## config.mk

```make
export PLATFORM = sky130hd
export DESIGN_NAME = sonar_driver_flat
export DESIGN_NICKNAME = d
export VERILOG_FILES = /design/src/rtl/sonar_pkg.sv /design/src/rtl/sonar_driver_if.sv /design/src/rtl/sync_2ff.sv /design/src/rtl/sonar_driver.sv /design/src/flat_wrapper.sv
export SDC_FILE = /design/constraint.sdc
export NUM_CORES = 1
export LEC_CHECK = 0
export ABC_AREA = 1
export CAP_MARGIN = 15
export CORE_UTILIZATION = 60
export DETAILED_ROUTE_END_ITERATION = 10
export DONT_BUFFER_PORTS = 1
export MAX_ROUTING_LAYER = met4
export PLACE_DENSITY = 0.76
export SKIP_LAST_GASP = 1
export SLEW_MARGIN = 30
export SYNTH_ARGS = -nofsm -noshare
export SYNTH_HDL_FRONTEND = slang
export SYNTH_SLANG_ARGS = --single-unit
```

## constraint.sdc

```tcl
create_clock -name clk -period 4.7 [get_ports clk]
set_input_delay 0 -clock clk [delete_from_list [all_inputs] [get_ports clk]]
set_output_delay 0 -clock clk [all_outputs]
set_load 0.01 [all_outputs]
```

## src/rtl/sonar_pkg.sv

```systemverilog
// Shared types and constants for the sonar ranger driver: state encoding,
// timeout distance code and the microsecond-to-cycle conversion.
package sonar_pkg;

    localparam logic [2:0] ST_IDLE      = 3'd0;
    localparam logic [2:0] ST_TRIG      = 3'd1;
    localparam logic [2:0] ST_WAIT_RISE = 3'd2;
    localparam logic [2:0] ST_MEASURE   = 3'd3;
    localparam logic [2:0] ST_HOLDOFF   = 3'd4;

    typedef enum logic [2:0] {
        IDLE      = ST_IDLE,
        TRIG      = ST_TRIG,
        WAIT_RISE = ST_WAIT_RISE,
        MEASURE   = ST_MEASURE,
        HOLDOFF   = ST_HOLDOFF
    } state_t;

    localparam logic [7:0] TIMEOUT_DIST = 8'hFF;

    function automatic int unsigned us_to_cycles(input int unsigned us,
                                                 input int unsigned clk_mhz);
        return us * clk_mhz;
    endfunction

endpackage

```

## src/rtl/sonar_driver_if.sv

```systemverilog
// Control-unit side of the sonar measurement handshake: request in,
// range result, timeout flag and busy status out.
interface sonar_driver_if;
    logic       sonar_measure;
    logic       sonar_ready;
    logic       sonar_timeout;
    logic [7:0] sonar_distance;
    logic       busy;

    modport master (
        output sonar_measure,
        input  sonar_ready, sonar_timeout, sonar_distance, busy
    );

    modport slave (
        input  sonar_measure,
        output sonar_ready, sonar_timeout, sonar_distance, busy
    );
endinterface

```

## src/rtl/sync_2ff.sv

```systemverilog
// Two-flop synchronizer for a single asynchronous bit; both flops reset to 0.
module sync_2ff (
    input  logic clk,
    input  logic rst_n,
    input  logic d_i,
    output logic q_o
);
    logic meta_q;
    logic sync_q;

    always_ff @(posedge clk or negedge rst_n) begin
        if (!rst_n) begin
            meta_q <= 1'b0;
            sync_q <= 1'b0;
        end else begin
            meta_q <= d_i;
            sync_q <= meta_q;
        end
    end

    assign q_o = sync_q;
endmodule

```

## src/rtl/sonar_driver.sv

```systemverilog
// HC-SR04-style ranger driver: fires the trigger pulse, times the echo and
// returns the range in whole centimetres (saturating) or a timeout code.
module sonar_driver
    import sonar_pkg::*;
#(
    parameter int unsigned CLK_FREQ_MHZ = 50,
    parameter int unsigned TRIG_US      = 10,
    parameter int unsigned TIMEOUT_US   = 30000,
    parameter int unsigned HOLDOFF_US   = 60000,
    parameter int unsigned US_PER_CM    = 58
) (
    input  logic          clk,
    input  logic          rst_n,
    sonar_driver_if.slave bus,
    input  logic          echo,
    output logic          trig
);
    localparam int unsigned TRIG_CYC = us_to_cycles(TRIG_US, CLK_FREQ_MHZ);
    localparam int unsigned TO_CYC   = us_to_cycles(TIMEOUT_US, CLK_FREQ_MHZ);
    localparam int unsigned HOLD_CYC = us_to_cycles(HOLDOFF_US, CLK_FREQ_MHZ);
    localparam int unsigned CM_CYC   = us_to_cycles(US_PER_CM, CLK_FREQ_MHZ);
    localparam int unsigned PH_MAX   = (TRIG_CYC > HOLD_CYC) ? TRIG_CYC : HOLD_CYC;

    localparam int PH_W  = $clog2(PH_MAX + 1);
    localparam int TO_W  = $clog2(TO_CYC + 1);
    localparam int SUB_W = $clog2(CM_CYC + 1);

    localparam logic [PH_W-1:0]  TRIG_END  = PH_W'(TRIG_CYC);
    // The IDLE cycle and the registered trigger add two cycles, so the
    // HOLDOFF state is shortened to make result-to-trigger exactly HOLD_CYC.
    localparam logic [PH_W-1:0]  HOLD_LAST = PH_W'((HOLD_CYC > 3) ? HOLD_CYC - 3 : 0);
    localparam logic [TO_W-1:0]  TO_LAST   = TO_W'(TO_CYC - 1);
    localparam logic [SUB_W-1:0] SUB_LAST  = SUB_W'(CM_CYC - 1);
    // The rise-detect cycle is itself the first cycle of echo width.
    localparam logic [SUB_W-1:0] SUB_START = SUB_W'((CM_CYC > 1) ? 1 : 0);
    localparam logic [7:0]       CM_START  = 8'((CM_CYC > 1) ? 0 : 1);

    state_t           state_q;
    logic             trig_q;
    logic             ready_q;
    logic             timeout_q;
    logic             busy_q;
    logic             pending_q;
    logic [7:0]       dist_q;
    logic [7:0]       cm_q;
    logic [PH_W-1:0]  ph_q;
    logic [TO_W-1:0]  to_q;
    logic [SUB_W-1:0] sub_q;

    logic echo_sync;
    logic echo_prev_q;
    logic echo_rise;
    logic echo_fall;

    sync_2ff u_echo_sync (
        .clk   (clk),
        .rst_n (rst_n),
        .d_i   (echo),
        .q_o   (echo_sync)
    );

    always_ff @(posedge clk or negedge rst_n) begin
        if (!rst_n) echo_prev_q <= 1'b0;
        else        echo_prev_q <= echo_sync;
    end

    assign echo_rise = echo_sync & ~echo_prev_q;
    assign echo_fall = ~echo_sync & echo_prev_q;

    always_ff @(posedge clk or negedge rst_n) begin
        if (!rst_n) begin
            state_q   <= IDLE;
            trig_q    <= 1'b0;
            ready_q   <= 1'b0;
            timeout_q <= 1'b0;
            busy_q    <= 1'b0;
            pending_q <= 1'b0;
            dist_q    <= '0;
            cm_q      <= '0;
            ph_q      <= '0;
            to_q      <= '0;
            sub_q     <= '0;
        end else begin
            ready_q   <= 1'b0;
            timeout_q <= 1'b0;
            busy_q    <= (state_q != IDLE);
            if (bus.sonar_measure && state_q != IDLE) pending_q <= 1'b1;

            case (state_q)
                IDLE: begin
                    if (bus.sonar_measure || pending_q) begin
                        pending_q <= 1'b0;
                        ph_q      <= '0;
                        state_q   <= TRIG;
                    end
                end
                TRIG: begin
                    if (ph_q == TRIG_END) begin
                        trig_q  <= 1'b0;
                        to_q    <= '0;
                        state_q <= WAIT_RISE;
                    end else begin
                        trig_q <= 1'b1;
                        ph_q   <= ph_q + 1'b1;
                    end
                end
                WAIT_RISE: begin
                    to_q <= to_q + 1'b1;
                    if (to_q == TO_LAST) begin
                        dist_q    <= TIMEOUT_DIST;
                        ready_q   <= 1'b1;
                        timeout_q <= 1'b1;
                        ph_q      <= '0;
                        state_q   <= HOLDOFF;
                    end else if (echo_rise) begin
                        sub_q   <= SUB_START;
                        cm_q    <= CM_START;
                        state_q <= MEASURE;
                    end
                end
                MEASURE: begin
                    to_q <= to_q + 1'b1;
                    if (echo_fall) begin
                        dist_q  <= cm_q;
                        ready_q <= 1'b1;
                        ph_q    <= '0;
                        state_q <= HOLDOFF;
                    end else if (to_q == TO_LAST) begin
                        dist_q    <= TIMEOUT_DIST;
                        ready_q   <= 1'b1;
                        timeout_q <= 1'b1;
                        ph_q      <= '0;
                        state_q   <= HOLDOFF;
                    end else if (sub_q == SUB_LAST) begin
                        sub_q <= '0;
                        if (cm_q != 8'hFF) cm_q <= cm_q + 8'd1;
                    end else begin
                        sub_q <= sub_q + 1'b1;
                    end
                end
                HOLDOFF: begin
                    if (ph_q == HOLD_LAST) state_q <= IDLE;
                    else                   ph_q    <= ph_q + 1'b1;
                end
                default: state_q <= IDLE;
            endcase
        end
    end

    assign trig               = trig_q;
    assign bus.sonar_ready    = ready_q;
    assign bus.sonar_timeout  = timeout_q;
    assign bus.sonar_distance = dist_q;
    assign bus.busy           = busy_q;
endmodule

```

## src/flat_wrapper.sv

```systemverilog
// flat-port wrapper written by rule: the top's interface ports become plain ports
module sonar_driver_flat import sonar_pkg::*;
#(
    parameter int unsigned CLK_FREQ_MHZ = 50,
    parameter int unsigned TRIG_US      = 10,
    parameter int unsigned TIMEOUT_US   = 30000,
    parameter int unsigned HOLDOFF_US   = 60000,
    parameter int unsigned US_PER_CM    = 58
)
  (clk, rst_n, echo, trig, bus_sonar_measure, bus_sonar_ready, bus_sonar_timeout, bus_sonar_distance, bus_busy);
  sonar_driver_if bus_i ();
  input  logic clk;
  input  logic rst_n;
  input  logic echo;
  output logic trig;
  input wire logic [$bits(bus_i.sonar_measure)-1:0] bus_sonar_measure;
  output wire logic [$bits(bus_i.sonar_ready)-1:0] bus_sonar_ready;
  output wire logic [$bits(bus_i.sonar_timeout)-1:0] bus_sonar_timeout;
  output wire logic [$bits(bus_i.sonar_distance)-1:0] bus_sonar_distance;
  output wire logic [$bits(bus_i.busy)-1:0] bus_busy;
  assign bus_i.sonar_measure = bus_sonar_measure;
  assign bus_sonar_ready = bus_i.sonar_ready;
  assign bus_sonar_timeout = bus_i.sonar_timeout;
  assign bus_sonar_distance = bus_i.sonar_distance;
  assign bus_busy = bus_i.busy;
  sonar_driver #(.CLK_FREQ_MHZ(CLK_FREQ_MHZ), .TRIG_US(TRIG_US), .TIMEOUT_US(TIMEOUT_US), .HOLDOFF_US(HOLDOFF_US), .US_PER_CM(US_PER_CM)) u_core (.clk(clk), .rst_n(rst_n), .bus(bus_i), .echo(echo), .trig(trig));
endmodule
```

==> metrics.yaml <==
firstDrtPassIters: 5
drtAntennaViolNets: 0
critical_path.startpoint_type: "flip-flop"
fin_crit_ps: 2240
drt_iter0_markers: 318
root_buffer: "clkbuf_8"
rsz0062_at_grt: "no"
cts_tree: "yes"
grt_pass1_vias: 4573
synthFlopType: "dfrtp_1"
comb_power_share: 0.343
setup_viol: 0
yosys.area_share.simple: 0.384
yosysWarnings: 0
synth.area.mux_share: 0
drcViolationCount: 0
fmax_ghz: 0.447
dieArea_um2: 9320
numClockSinks: 82
hold-worst-slack_ps: 163
synth_xor_area_frac: 0.0147
io_pins: 16
fp.dieH_um: 96.5
yosysSeqAreaShare: 0.383
synth-adder-area-share: 0.0140
hold_viol_final: 0
swShare: 0.445
htreeDepth: 3
antenna_found_initial: 0
post-cts-setup-buffer-count: 0
initial_core_util: 0.618
slew_viol_final: 0
routed_wl_um: 12800
hold_path.class: "input port to async pin"
vias_per_cell: 5.70
p_sw_mw: 1.02
synth_edf_count: 0
synth_seq_cells: 82
synth_compound_area_frac: 0.0999
hpwl_um: 9140
power.internal_mw: 1.27
fill_cells: 778
clk_latency_ps: 370
seqPwrFrac: 0.417
ir_drop_uv: 225
fin_skew_ps: 18.6
syn_avg_cell_area_um2: 6.98
vias: 4972
ys_types: 41
maxCapViolations: 0
globalRouteOverflowTotal: 0
drive_above_1_share: 0.0772
worst_setup_path_end_kind: "flip-flop"
gp_congestion: 0.983
fin_tns_setup_ps: 0
criticalPathCategory: "flip-flop to flip-flop"
status: "finished, final reports clean"
grt_pass1_wl_um: 20700
wl_per_cell_um: 14.7
portBuffers: 0
syn_nets: 778
power_density_nw_per_um2: 410
numCtsBuffers: 9
synth_cells: 768
num_rows: 34
final.period_utilization: 0.476
clkTransAtPathRegs_ps: 90
relSlewSlack: 0.504
cts_buffer_depth: 2
diodes: 0
tightest_slew_ps: 743
timing.rr.start: "u_core.state_q[0]"
synthToLayoutAreaGrowth_pct: 4.39
grt_max_degree: 83
core_region_area_um2: 8680
required_ps: 4980
startpoint: "u_core.state_q[0]"
syn_area_um2: 5360
dp_cells: 852
worstPathArrival_ps: 2520
path_max_fanout: 21
p_leak_nw: 2.53
die_w_um: 96.5
power_frac_clock: 0.240
async_flop_share: 1.00
grt_util_all_layers: 0.299
fin_nets: 769
synth_top_family_by_area: "simple AND/OR/NAND/NOR gates"
instances_no_fill: 872
-- critical path: stages, from the launching register on --
cell and delay [ps]:
dfrtp_1 650, nand3_1 260, nand2_1 620, inv_1 170
a21oi_1 140, o21ai_0 90, o21ai_1 80, nand2_1 70
o21ai_1 80
-- cell usage in the layout (no fill, tap or decap), drive strengths merged --
cell type / count
nor2: 77
inv: 108
buf: 1
a21oi: 14
clkinv: 1
nand3b: 4
nand2: 220
or2: 5
nand3: 95
o21ai: 63
bufinv: 1
a21o: 1
dlygate4sd3: 3
dfrtp: 82
o211ai: 4
nor3b: 1
a21boi: 1
xnor2: 2
ha: 6
o22ai: 9
clkbuf: 9
nand4: 31
xor2: 7
nor3: 18
clkinvlp: 1
-- area by class of cell --
class	count	area, um2	area share
clock buffers	9	124	0.0221
repair buffers	4	57.6	0.0103
inverters	104	398	0.0711
multi-input cells	558	2750	0.491
well taps	108	135	0.0241
clock inverters	7	82.6	0.0148
flip-flops and latches	82	2050	0.367
-- per-layer routing --
metal | share of wire | global-route usage
met1 | 0.45 | 0.363
met2 | 0.48 | 0.487
met3 | 0.045 | 0.0524
met4 | 0.026 | 0.136
met5 | 0 | -
-- path summary, 6_finish.rpt --
| path | end | slack, ps | depth (start not counted) |
|---|---|---|---|
| max reg2reg | u_core.ph_q[6] | 2460 | 8 |
| min reg2reg | u_core.u_echo_sync.q_o | 360 | 0 |
| max in group asynchronous | u_core.ph_q[16] | 4150 | 2 |
| min in group clk | u_core.u_echo_sync.meta_q | 190 | 1 |
| max | u_core.ph_q[6] | 2460 | 8 |
| min | u_core.to_q[5] | 160 | 2 |
-- registers in the layout (all words and copies together), names as in the netlist --
name,cells
u_core.u_echo_sync.meta_q,1
u_core.trig,1
u_core.bus.busy,1
u_core.bus.sonar_distance,8
u_core.ph_q,22
u_core.state_q,3
u_core.sub_q,12
u_core.pending_q,1
u_core.bus.sonar_ready,1
u_core.bus.sonar_timeout,1
u_core.cm_q,8
u_core.to_q,21
u_core.echo_prev_q,1
u_core.u_echo_sync.q_o,1
-- metrics by stage --
stage | area [um2] | power, mW | worst slack (ps) | utilization
4_1_cts | 5600 | 2.31 | 2490 | 0.645
3_5_place_dp | 5330 | 1.74 | 2500 | 0.615
2_1_floorplan | 5360 | 1.62 | 2980 | -
3_3_place_gp | 5330 | 1.71 | 2570 | 0.615
6_report | 5600 | 2.29 | 2460 | 0.645
5_1_grt | 5600 | 2.46 | 2280 | 0.645
-- timing repair --
item,CTS,global route
endpoints found under the hold margin,84,0
hold buffers,4,0
setup endpoints to repair,0,0
resized for setup,0,0
-- power by group through the flow --
stage          registers, mW  clock network (mW)  logic [mW]
2_1_floorplan          0.913                   0       0.710
3_3_place_gp           0.964                   0       0.746
3_5_place_dp           0.970                   0       0.767
4_1_cts                0.956               0.562       0.791
5_1_grt                0.973               0.593       0.889
6_report               0.957               0.551       0.787
-- synth_stat cells, types with 2 or more instances --
cell type	count	share of area
nor3_1	17	0.016
buf_4	4	0.0056
xnor2_1	2	0.0033
dfrtp_1	82	0.38
ha_1	6	0.014
nor2_1	72	0.050
nand3_1	91	0.085
nand2_2	2	0.0023
o21ai_1	25	0.023
clkbuf_1	3	0.0021
xor2_1	7	0.011
nand3_4	2	0.0065
buf_2	11	0.010
inv_1	92	0.064
o21ai_0	28	0.026
o21ai_2	9	0.015
nand2_1	216	0.15
buf_6	6	0.013
a21oi_1	13	0.012
nand3b_1	4	0.0056
nor2_4	3	0.0063
or2_2	4	0.0047
inv_2	10	0.0070
nand3_2	2	0.0037
o211ai_1	4	0.0056
o22ai_1	9	0.010
nand4_1	30	0.035
-- cell families (layout without fill, tap and decap cells) --
kind of cell | count (synthesis) | in the layout
xor+xnor | 9 | 9
simple gates | 451 | 451
buf+inv | 128 | 124
fa+ha+maj | 6 | 6
compound gates | 92 | 92
flops | 82 | 82
No activity file was read; power rests on OpenSTA's default activity.
